`src/rtl/ipr_write_buffer.sv`:
```
// Posted-write buffer: acknowledges router writes immediately, queues them and
// replays them to the neighbour memory port. Optional perf counters: IPR_WBUF_PERF_EN.
module ipr_write_buffer #(
    parameter int DEPTH      = 4,
    parameter int ADDR_WIDTH = 32,
    parameter int DATA_WIDTH = 32,
    parameter int MAX_OUTST  = 2
) (
    input  logic                          clk_i,
    input  logic                          rst_ni,
    input  logic                          slv_req_i,
    input  logic [ADDR_WIDTH-1:0]         slv_addr_i,
    input  logic [DATA_WIDTH-1:0]         slv_wdata_i,
    input  logic                          slv_we_i,
    input  logic [DATA_WIDTH/8-1:0]       slv_be_i,
    output logic                          slv_gnt_o,
    output logic                          slv_rvalid_o,
    output logic [DATA_WIDTH-1:0]         slv_rdata_o,
    output logic                          mst_req_o,
    output logic [ADDR_WIDTH-1:0]         mst_addr_o,
    output logic [DATA_WIDTH-1:0]         mst_wdata_o,
    output logic                          mst_we_o,
    output logic [DATA_WIDTH/8-1:0]       mst_be_o,
    input  logic                          mst_gnt_i,
    input  logic                          mst_rvalid_i,
    input  logic [DATA_WIDTH-1:0]         mst_rdata_i,
    output logic                          empty_o,
    output logic [$clog2(DEPTH):0]        count_o,
    output logic [7:0]                    rd_err_cnt_o
`ifdef IPR_WBUF_PERF_EN
    ,
    output logic [15:0]                   perf_wr_cnt_o,
    output logic [15:0]                   perf_stall_cnt_o
`endif
);

    localparam int BE_W  = DATA_WIDTH / 8;
    localparam int PTR_W = $clog2(DEPTH);
    localparam int CNT_W = PTR_W + 1;
    localparam int OUT_W = 3;
    localparam logic [DATA_WIDTH-1:0] RD_ERR_DATA = DATA_WIDTH'(32'hDEAD_BEEF);

    logic [ADDR_WIDTH-1:0] addr_mem_q [DEPTH];
    logic [DATA_WIDTH-1:0] data_mem_q [DEPTH];
    logic [BE_W-1:0]       be_mem_q   [DEPTH];

    logic [PTR_W-1:0]      wr_ptr_q, wr_ptr_d, rd_ptr_q, rd_ptr_d;
    logic [CNT_W-1:0]      count_q, count_d;
    logic [OUT_W-1:0]      outst_q, outst_d;
    logic [7:0]            rd_err_q, rd_err_d;
    logic                  rvalid_q, rvalid_d;
    logic [DATA_WIDTH-1:0] rdata_q, rdata_d;
    logic                  full_s, accept_s, push_s, pop_s, req_s, rv_s;
    logic                  unused_rdata_s;

    // Grant depends only on the request and the registered count, so no mst_* input reaches slv_*.
    assign full_s   = (count_q == CNT_W'(DEPTH));
    assign accept_s = slv_req_i & ~full_s;
    assign push_s   = accept_s & slv_we_i;
    assign req_s    = (count_q != {CNT_W{1'b0}}) & (outst_q < OUT_W'(MAX_OUTST));
    assign pop_s    = req_s & mst_gnt_i;
    assign rv_s     = mst_rvalid_i & (outst_q != {OUT_W{1'b0}});
    assign unused_rdata_s = ^mst_rdata_i;

    assign slv_gnt_o    = accept_s;
    assign slv_rvalid_o = rvalid_q;
    assign slv_rdata_o  = rdata_q;
    assign mst_req_o    = req_s;
    assign mst_addr_o   = addr_mem_q[rd_ptr_q];
    assign mst_wdata_o  = data_mem_q[rd_ptr_q];
    assign mst_be_o     = be_mem_q[rd_ptr_q];
    assign mst_we_o     = 1'b1;
    assign empty_o      = (count_q == {CNT_W{1'b0}});
    assign count_o      = count_q;
    assign rd_err_cnt_o = rd_err_q;

    // Next-state for pointers, occupancy, outstanding responses and the posted reply.
    always_comb begin
        wr_ptr_d = wr_ptr_q;
        rd_ptr_d = rd_ptr_q;
        count_d  = count_q;
        outst_d  = outst_q;
        rd_err_d = rd_err_q;
        rvalid_d = accept_s;
        rdata_d  = {DATA_WIDTH{1'b0}};
        if (push_s) begin
            wr_ptr_d = wr_ptr_q + PTR_W'(1);
        end else begin
            wr_ptr_d = wr_ptr_q;
        end
        if (pop_s) begin
            rd_ptr_d = rd_ptr_q + PTR_W'(1);
        end else begin
            rd_ptr_d = rd_ptr_q;
        end
        case ({push_s, pop_s})
            2'b10:   count_d = count_q + CNT_W'(1);
            2'b01:   count_d = count_q - CNT_W'(1);
            default: count_d = count_q;
        endcase
        case ({pop_s, rv_s})
            2'b10:   outst_d = outst_q + OUT_W'(1);
            2'b01:   outst_d = outst_q - OUT_W'(1);
            default: outst_d = outst_q;
        endcase
        if (accept_s & ~slv_we_i) begin
            rdata_d = RD_ERR_DATA;
            if (rd_err_q != 8'hFF) begin
                rd_err_d = rd_err_q + 8'd1;
            end else begin
                rd_err_d = rd_err_q;
            end
        end else begin
            rdata_d  = {DATA_WIDTH{1'b0}};
            rd_err_d = rd_err_q;
        end
    end

    // Control state registers.
    always_ff @(posedge clk_i or negedge rst_ni) begin
        if (!rst_ni) begin
            wr_ptr_q <= {PTR_W{1'b0}};
            rd_ptr_q <= {PTR_W{1'b0}};
            count_q  <= {CNT_W{1'b0}};
            outst_q  <= {OUT_W{1'b0}};
            rd_err_q <= 8'd0;
            rvalid_q <= 1'b0;
            rdata_q  <= {DATA_WIDTH{1'b0}};
        end else begin
            wr_ptr_q <= wr_ptr_d;
            rd_ptr_q <= rd_ptr_d;
            count_q  <= count_d;
            outst_q  <= outst_d;
            rd_err_q <= rd_err_d;
            rvalid_q <= rvalid_d;
            rdata_q  <= rdata_d;
        end
    end

    // Entry storage; cleared on reset so the head outputs read as zero afterwards.
    always_ff @(posedge clk_i or negedge rst_ni) begin
        if (!rst_ni) begin
            for (int i = 0; i < DEPTH; i++) begin
                addr_mem_q[i] <= {ADDR_WIDTH{1'b0}};
                data_mem_q[i] <= {DATA_WIDTH{1'b0}};
                be_mem_q[i]   <= {BE_W{1'b0}};
            end
        end else if (push_s) begin
            addr_mem_q[wr_ptr_q] <= slv_addr_i;
            data_mem_q[wr_ptr_q] <= slv_wdata_i;
            be_mem_q[wr_ptr_q]   <= slv_be_i;
        end else begin
            addr_mem_q[wr_ptr_q] <= addr_mem_q[wr_ptr_q];
        end
    end

`ifdef IPR_WBUF_PERF_EN
    logic [15:0] perf_wr_q, perf_stall_q;
    assign perf_wr_cnt_o    = perf_wr_q;
    assign perf_stall_cnt_o = perf_stall_q;

    // Saturating counters of accepted writes and downstream stall cycles.
    always_ff @(posedge clk_i or negedge rst_ni) begin
        if (!rst_ni) begin
            perf_wr_q    <= 16'd0;
            perf_stall_q <= 16'd0;
        end else begin
            if (push_s && (perf_wr_q != 16'hFFFF)) begin
                perf_wr_q <= perf_wr_q + 16'd1;
            end else begin
                perf_wr_q <= perf_wr_q;
            end
            if (req_s && !mst_gnt_i && (perf_stall_q != 16'hFFFF)) begin
                perf_stall_q <= perf_stall_q + 16'd1;
            end else begin
                perf_stall_q <= perf_stall_q;
            end
        end
    end
`endif

endmodule

```
`config.mk`:
```
export PLATFORM = sky130hd
export DESIGN_NAME = ipr_write_buffer
export DESIGN_NICKNAME = d
export VERILOG_FILES = /design/src/rtl/ipr_write_buffer.sv
export SDC_FILE = /design/constraint.sdc
export NUM_CORES = 1
export LEC_CHECK = 0
export ABC_CLOCK_PERIOD_IN_PS = 2800
export CORE_MARGIN = 2
export CORE_UTILIZATION = 54
export CTS_CLUSTER_DIAMETER = 120
export CTS_CLUSTER_SIZE = 25
export DETAILED_ROUTE_END_ITERATION = 8
export PLACE_DENSITY = 0.8
export REMOVE_ABC_BUFFERS = 1
export SYNTH_ARGS = -nofsm -noshare
export SYNTH_HDL_FRONTEND = slang
export SYNTH_SLANG_ARGS = --single-unit
```
`constraint.sdc`:
```
create_clock -name clk_i -period 2.8 [get_ports clk_i]
set_clock_uncertainty 0.15 [all_clocks]
set_input_delay 0.56 -clock clk_i [delete_from_list [all_inputs] [get_ports clk_i]]
set_output_delay 0.56 -clock clk_i [all_outputs]
set_load 0.02 [all_outputs]
```
==> metrics.md, run 1 <==
| Metric | Value |
|---|---|
| YS warnings | `0` |
| Drt initial violations | `about 640` |
| Hold Crit Class | `reg2reg` |
| Crit path required time | `approximately 2.1 ns` |
| Fin. max-slew vios | `0` |
| Vias in the first global route | `9152` |
| Top delay family on crit path | `buffers and inverters` |
| Final Power | `19600 uW` |
| Worst R2R End | `count_o[2]` |
| Cell mode on critical path | `buf_6` |
| Status | `finished clean` |
| Reg2reg path depth | `9` |
| DRT Pass-1 Iters | `5` |
| WP buf/inv | `4` |
| Worst rel slew slack | `0.521` |
| Max clock buf depth | `3` |
| Post-DP HPWL | `around 19000 um` |
| HP Start | `data_mem_q[61]` |
| Worst EP arrival | `just over 2 ns` |
| Gp weighted congestion | `approximately 0.74` |
| H-tree depth | `1` |
| Clk root buf | `clkbuf_16` |
| Synthesized cell area | `13800 sq um` |
| Pre-CTS worst setup slack | `0.121 ns` |
| Min cycle time layout | `2.76 ns` |
| Layout Utilization | `0.647` |
| WL final | `29400 um` |
| CP max-delay cell | `mux4_2` |
| CP Launch Type | `flop` |
| Worst slew pin tran | `a little over 0.7 ns` |
| RSZ-0062 raised after global routing | `true` |
| Core footprint | `about 25000 sq um` |
| Finish-stage setup viols | `0` |
| Worst setup EP type | `primary output` |
| Seq/Total Area, Yosys | `0.528` |
| Ant. Diodes | `0` |
| WHS Endpoint | `data_mem_q[61]` |
| Slowest stage delay, CP | `between 0.4 and 0.5 ns` |
| Post-Syn Area per Cell | `around 14 sq um` |
| Die Ht | `~160 um` |
| Synth cell types | `34` |
| Num ports | `222` |
| Largest net degree at the start of global routing | `roughly 70` |
| Worst skew pair latency | `about 0.5 ns` |
| Hold depth | `1` |
| Pwr dens | `1200 nW/um^2` |
| Worst-path clk slew | `0.10 ns` |
| CTS tree | `done` |
| Initial Util | `0.549` |
| Setup TNS | `0 ns` |
| Global-route wire length before repair | `48500 um` |
| Layout cell share with drive strength beyond 1 | `0.340` |
| WL/cell | `19.7 um` |
| R2R Path Start | `count_o[0]` |
| Rows | `58` |
| Drt via density | `5.71` |
| F_max | `363 MHz` |
| # port buffers | `180` |
| GRT Util Overall | `0.229` |
| Max VDD drop | `845 uV` |
| Fin crit share | `0.984` |
| Gr ovfl total | `0` |
| Nets@finish | `about 1.3k` |
| Seq cells post-synth | `between 200 and 300` |
| Final antenna-violating net count | `0` |
| P_leak | `0.00679 uW` |
| CP max FO | `11` |
| Critical Path, Cell by Cell | `buf_6 > buf_12 > buf_6 > mux4_2 > buf_6` |
| Reg2reg setup slack | `0.41 ns` |
| Cells after synthesis | `999` |
| Layout area overhead | `17.8%` |
| Vias | `roughly 8.5k` |
| Num CTS Buffers | `15` |
| Die footprint | `26900 sq um` |
| Worst setup margin | `approximately 0.045 ns` |
| Instance count on the critical path | `5` |
| MaxCap Viol Count | `0` |
| Layout Cells excl Fill | `1488` |
| Drt drc | `0` |
| Critical Setup Path Class | `reg2out` |
| # placed instances | `1460` |
| Final hold vios | `0` |
| CTS sink cnt | `292` |
| Initial antenna violation count | `0` |
| Die X | `164 um` |
## cells in the mapped netlist
library cell  number  area, sq um
inv_1             10         37.5
nor4_1             3         18.8
nor3_1             5         25.0
nand2_1            5         18.8
buf_12             1         20.0
nor2_1           131          492
mux2i_2            3         41.3
dfrtp_1          292         7310
xor2_1             9         78.8
clkinv_4           1         8.76
conb_1             2         7.51
buf_4             44          330
and2_1             3         18.8
o31a_1             1         8.76
mux2i_1           32          320
nand3b_1           1         7.51
o21ai_0            2         10.0
or3_1              1         6.26
buf_6              3         33.8
fa_1               2         40.0
clkbuf_1          39          146
buf_2             12         60.1
ha_1               7         87.6
mux4_2           100         2250
buf_1              1         3.75
a21oi_2           12          105
or3b_1             1         8.76
nor3b_1            1         7.51
nand3_1            4         20.0
a21oi_1          116          581
xnor2_1            5         43.8
mux2_1            12          135
nand2_4            4         45.0
mux2_2           134         1510
## layer usage
metal / wire length, um / global-route usage / up-vias
li1: - / - / 3892
met1: 12200 / 0.301 / 4362
met2: 14800 / 0.395 / 208
met3: 1940 / 0.0545 / 30
met4: 454 / 0.0371 / 0
met5: 0 / 0 / -
## through the flow
| step | instance area, sq um | hold WS (ns) |
|---|---|---|
| global placement | 16100 | 0.318 |
| floorplan | 13300 | 0.114 |
| global route | 16300 | 0.366 |
| CTS | 16400 | 0.349 |
| detailed placement | 16100 | 0.329 |
| finish | 16300 | 0.345 |
## worst max-delay path by stage
stage,from,end
after floorplan,rd_ptr_q[0],mst_addr_o[0]
after global placement,slv_req_i,count_o[2]
after detailed placement,slv_req_i,count_o[2]
after CTS,rd_ptr_q[0],mst_addr_o[11]
after global routing,rd_ptr_q[0],mst_addr_o[11]
final,rd_ptr_q[0],mst_addr_o[11]
## cells by family after synthesis
| kind of cell | Yosys count | synth area share |
|---|---|---|
| XOR/XNOR | 14 | 0.00886 |
| other | 2 | 0.000543 |
| flip-flops | 292 | 0.528 |
| AND/OR/NAND/NOR | 159 | 0.0483 |
| adder cells (fa/ha/maj) | 9 | 0.00922 |
| multiplexers | 281 | 0.308 |
| buffers and inverters | 111 | 0.0463 |
| AO/OA/AOI/OAI | 131 | 0.0509 |
## repair_timing
| action | 4_1_cts | 5_1_grt |
|---|---|---|
| gates resized for setup | 233 | 42 |
| hold buffers | 1 | 0 |
| endpoints found under the hold margin | 54 | 0 |
| buffers inserted | 7 | 0 |
| setup endpoints to repair | 69 | 71 |
| gates cloned | 2 | 0 |
## power by group
group          internal [uW]  total [uW]  leakage (uW)  switching (uW)
registers               6070        7190       0.00326            1130
clock network            994        2310      0.000196            1320
logic                   5030       10100       0.00334            5110
## flip-flops by register name, indices dropped and copies added, names as in the netlist
register      count
addr_mem_q      128
be_mem_q         16
count_o           3
data_mem_q      128
outst_q           3
rd_err_cnt_o      8
rd_ptr_q          2
slv_rdata_o       1
slv_rvalid_o      1
wr_ptr_q          2
## cells in the final DEF, fill, tap and decap left out, types with 15 or more instances in the layout
cell type / synthesis / final
a21oi_1: 116 / 116
clkdlybuf4s50_1: 0 / 110
buf_12: 1 / 20
nor2_1: 131 / 131
mux2i_1: 32 / 32
dfrtp_1: 292 / 288
mux2_2: 134 / 134
clkbuf_16: 0 / 15
mux4_2: 100 / 100
buf_2: 12 / 53
buf_4: 44 / 30
## area by class of cell
| class | instances | area, sq um |
|---|---|---|
| fillers | 1878 | 8880 |
| repair buffers | 233 | 2200 |
| inverters | 11 | 46.3 |
| multi-input cells | 603 | 5930 |
| clock buffers | 17 | 383 |
| flip-flops and latches | 292 | 7310 |
| clock inverters | 2 | 17.5 |
| well taps | 330 | 413 |
Note: power is estimated with default switching activity, not from simulation.
==> inputs of run 2 (changes only) <==
--- a/config.mk
+++ b/config.mk
@@ -7,11 +7,10 @@
 export LEC_CHECK = 0
 export ABC_CLOCK_PERIOD_IN_PS = 2800
 export CORE_MARGIN = 2
-export CORE_UTILIZATION = 54
+export CORE_UTILIZATION = 30
 export CTS_CLUSTER_DIAMETER = 120
 export CTS_CLUSTER_SIZE = 25
 export DETAILED_ROUTE_END_ITERATION = 8
-export PLACE_DENSITY = 0.8
 export REMOVE_ABC_BUFFERS = 1
 export SYNTH_ARGS = -nofsm -noshare
 export SYNTH_HDL_FRONTEND = slang
==> run 2 against run 1 <==
Effect of this change: final cell count up 20%; first-iteration DRC count down 2.7%; register-to-register slack better by 0.04 ns; non-clock buffer count grew 26; setup slack got worse by 0.020 ns; largest cell class unchanged; clock power increased by 16%; largest power group unchanged; die area increased by 78%; sequential power barely moved; design area grew 4.1%; critical path depth down 1.
==> metrics.md, run 2 (synthesis gave the netlist of run 1 again) <==
| Metric | Value |
|---|---|
| Status | `finished clean` |
| Fin. max-slew vios | `0 (unchanged)` |
| Max VDD drop | `604 uV (-29%)` |
| Worst rel slew slack | `0.464 (-0.0565)` |
| Vias in the first global route | `9351 (+2.2%)` |
| Clk root buf | `clkbuf_16` |
| Worst-path clk slew | `0.09 ns (about the same)` |
| DRT Pass-1 Iters | `4 (-1)` |
| Final hold vios | `0 (unchanged)` |
| Final Power | `20500 uW (+4.3%)` |
| Min cycle time layout | `2.78 ns (+0.0203 ns)` |
| Cell area after layout | `17000 sq um (+4.1%)` |
| Core footprint | `45500 sq um (+81%)` |
| Layout fillers | `4394 (+130%)` |
| Finish-stage setup viols | `0 (unchanged)` |
| Ant. Diodes | `0 (unchanged)` |
| Die footprint | `47900 sq um (+78%)` |
| # port buffers | `180 (unchanged)` |
| Reg2reg setup slack | `0.45 ns (+0.04 ns)` |
| Vias | `8616 (+1.5%)` |
| Worst R2R End | `count_o[2]` |
| Initial Util | `0.304 (-0.245)` |
| Critical Setup Path Class | `reg2out` |
| Largest net degree at the start of global routing | `65 (-9.7%)` |
| Layout area overhead | `22.7%` |
| Layout Cells excl Fill | `1788 (+20%)` |
| Die Ht | `219 um (+33%)` |
| WL/cell | `18.7 um (-5.2%)` |
| Pwr dens | `1210 nW/um^2 (+0.22%)` |
| Final antenna-violating net count | `0 (unchanged)` |
| Biggest regs | `addr_mem_q x128, data_mem_q x128, be_mem_q x16` |
| Global-route wire length before repair | `53400 um (+10%)` |
| H-tree depth | `1 (unchanged)` |
| Fin crit share | `0.991 (+0.00726)` |
| Crit path required time | `2.09 ns (about the same)` |
| Gr ovfl total | `0 (unchanged)` |
| Num CTS Buffers | `16 (+1)` |
| Worst EP arrival | `2.07 ns (+0.02 ns)` |
| R2R Path Start | `count_o[0]` |
| P_leak | `0.00698 uW (+2.7%)` |
| CP Launch Type | `flop` |
| GRT Util Overall | `0.143 (-0.0860)` |
| MaxCap Viol Count | `0 (unchanged)` |
| Most frequent cells in the layout | `dfrtp_1 (288), mux2_2 (134), nor2_1 (131)` |
| Placed Area | `16600 sq um (+3.3%)` |
| CTS sink cnt | `292 (unchanged)` |
| Drt drc | `0 (unchanged)` |
| Rows | `78 (+34%)` |
| WHS Endpoint | `data_mem_q[60]` |
| Commonest non-fill, non-tap cell in the layout | `dfrtp_1` |
| # placed instances | `1756 (+20%)` |
| Hold Crit Class | `reg2reg` |
| Max clock buf depth | `3 (unchanged)` |
| Gp weighted congestion | `0.717 (-2.7%)` |
| Drt via density | `4.82 (-16%)` |
| Layout cell share with drive strength beyond 1 | `0.364 (+0.0234)` |
| Reg2reg path depth | `9 (unchanged)` |
| Nets@finish | `1298 (+2.1%)` |
| RSZ-0062 raised after global routing | `true` |
| Initial antenna violation count | `2 (+2)` |
| Num ports | `222 (unchanged)` |
| CP max FO | `8 (-3)` |
| Die X | `219 um (+33%)` |
| Final Hold Slack | `0.341 ns (-0.00356 ns)` |
| Worst slew pin tran | `0.804 ns (+0.0848 ns)` |
| Post-DP HPWL | `20900 um (+8.6%)` |
| Footprint of the multi-input gates | `5930 sq um (unchanged)` |
| HP Start | `data_mem_q[60]` |
| WL final | `33500 um (+14%)` |
| CTS tree | `done` |
| F_max | `360 MHz (-0.73%)` |
| Worst setup EP type | `primary output` |
| Hold depth | `1 (unchanged)` |
| Drt initial violations | `621 (-2.7%)` |
| Register area | `7320 sq um (about the same)` |
| Worst skew pair latency | `0.51 ns (about the same)` |
[run 2: cell types whose count changed in the layout (fill, tap and decap cells not counted), moves of 2 or more]
| cell | before | now |
|---|---|---|
| buf_2 | 53 | 63 |
| clkbuf_2 | 3 | 0 |
| clkdlybuf4s15_1 | 2 | 0 |
| buf_12 | 20 | 18 |
| dlygate4sd2_1 | 6 | 2 |
| clkbuf_16 | 15 | 17 |
| buf_6 | 6 | 1 |
| clkbuf_1 | 2 | 0 |
| buf_16 | 1 | 6 |
| buf_4 | 30 | 57 |
[run 2: power breakdown]
part           switching (uW)  internal, uW
clock network            1430          1240
registers                1090          6070
logic                    5370          5290
[run 2: metrics by stage]
stage / util / setup WS [ns] / TNS, ns
final: 0.373 / 0.0247 / 0
after global routing: 0.373 / -0.0402 / -0.174
after CTS: 0.373 / -0.0500 / -0.404
after detailed placement: 0.365 / 0.136 / 0
after global placement: 0.365 / 0.0986 / 0
after floorplan: - / -1.39 / -351.81
[run 2: timing repair]
action / in CTS / in global routing
endpoints found under the hold margin: 48 / 0
cloned: 4 / 0
gates resized for setup: 283 / 9
hold buffers: 1 / 0
endpoints found under the setup margin: 69 / 43
setup buffers: 4 / 0
[run 2: worst max-delay path by stage]
stage	startpoint	to	slack [ns]	cells past startpoint
detailed placement	slv_req_i	count_o[2]	0.14	10
CTS	rd_ptr_q[0]	mst_wdata_o[4]	-0.05	4
global route	rd_ptr_q[0]	mst_wdata_o[5]	-0.04	4
floorplan	rd_ptr_q[0]	mst_addr_o[0]	-1.39	1
finish	rd_ptr_q[0]	mst_addr_o[18]	0.02	4
global placement	slv_req_i	count_o[2]	0.1	10
[run 2: area by class of cell]
cell class | count | area share
multi-input cells | 603 | 0.349
repair buffers | 259 | 0.143
clock buffers | 18 | 0.0259
clock inverters | 5 | 0.00376
well taps | 600 | 0.0442
flip-flops and latches | 292 | 0.431
inverters | 11 | 0.00273
[run 2: worst max-delay path: stages (launching register included)]
cell and delay, ns:
dfrtp_4 0.45, buf_12 0.17, buf_4 0.18, mux4_2 0.55, buf_2 0.19
[run 2: layer usage]
metal  GRT usage  vias to the layer above  share of wire
li1            -                     3934              -
met1       0.189                     4466           0.44
met2       0.239                      189           0.48
met3      0.0376                       23          0.063
met4      0.0225                        4          0.014
met5           0                        -        0.00081
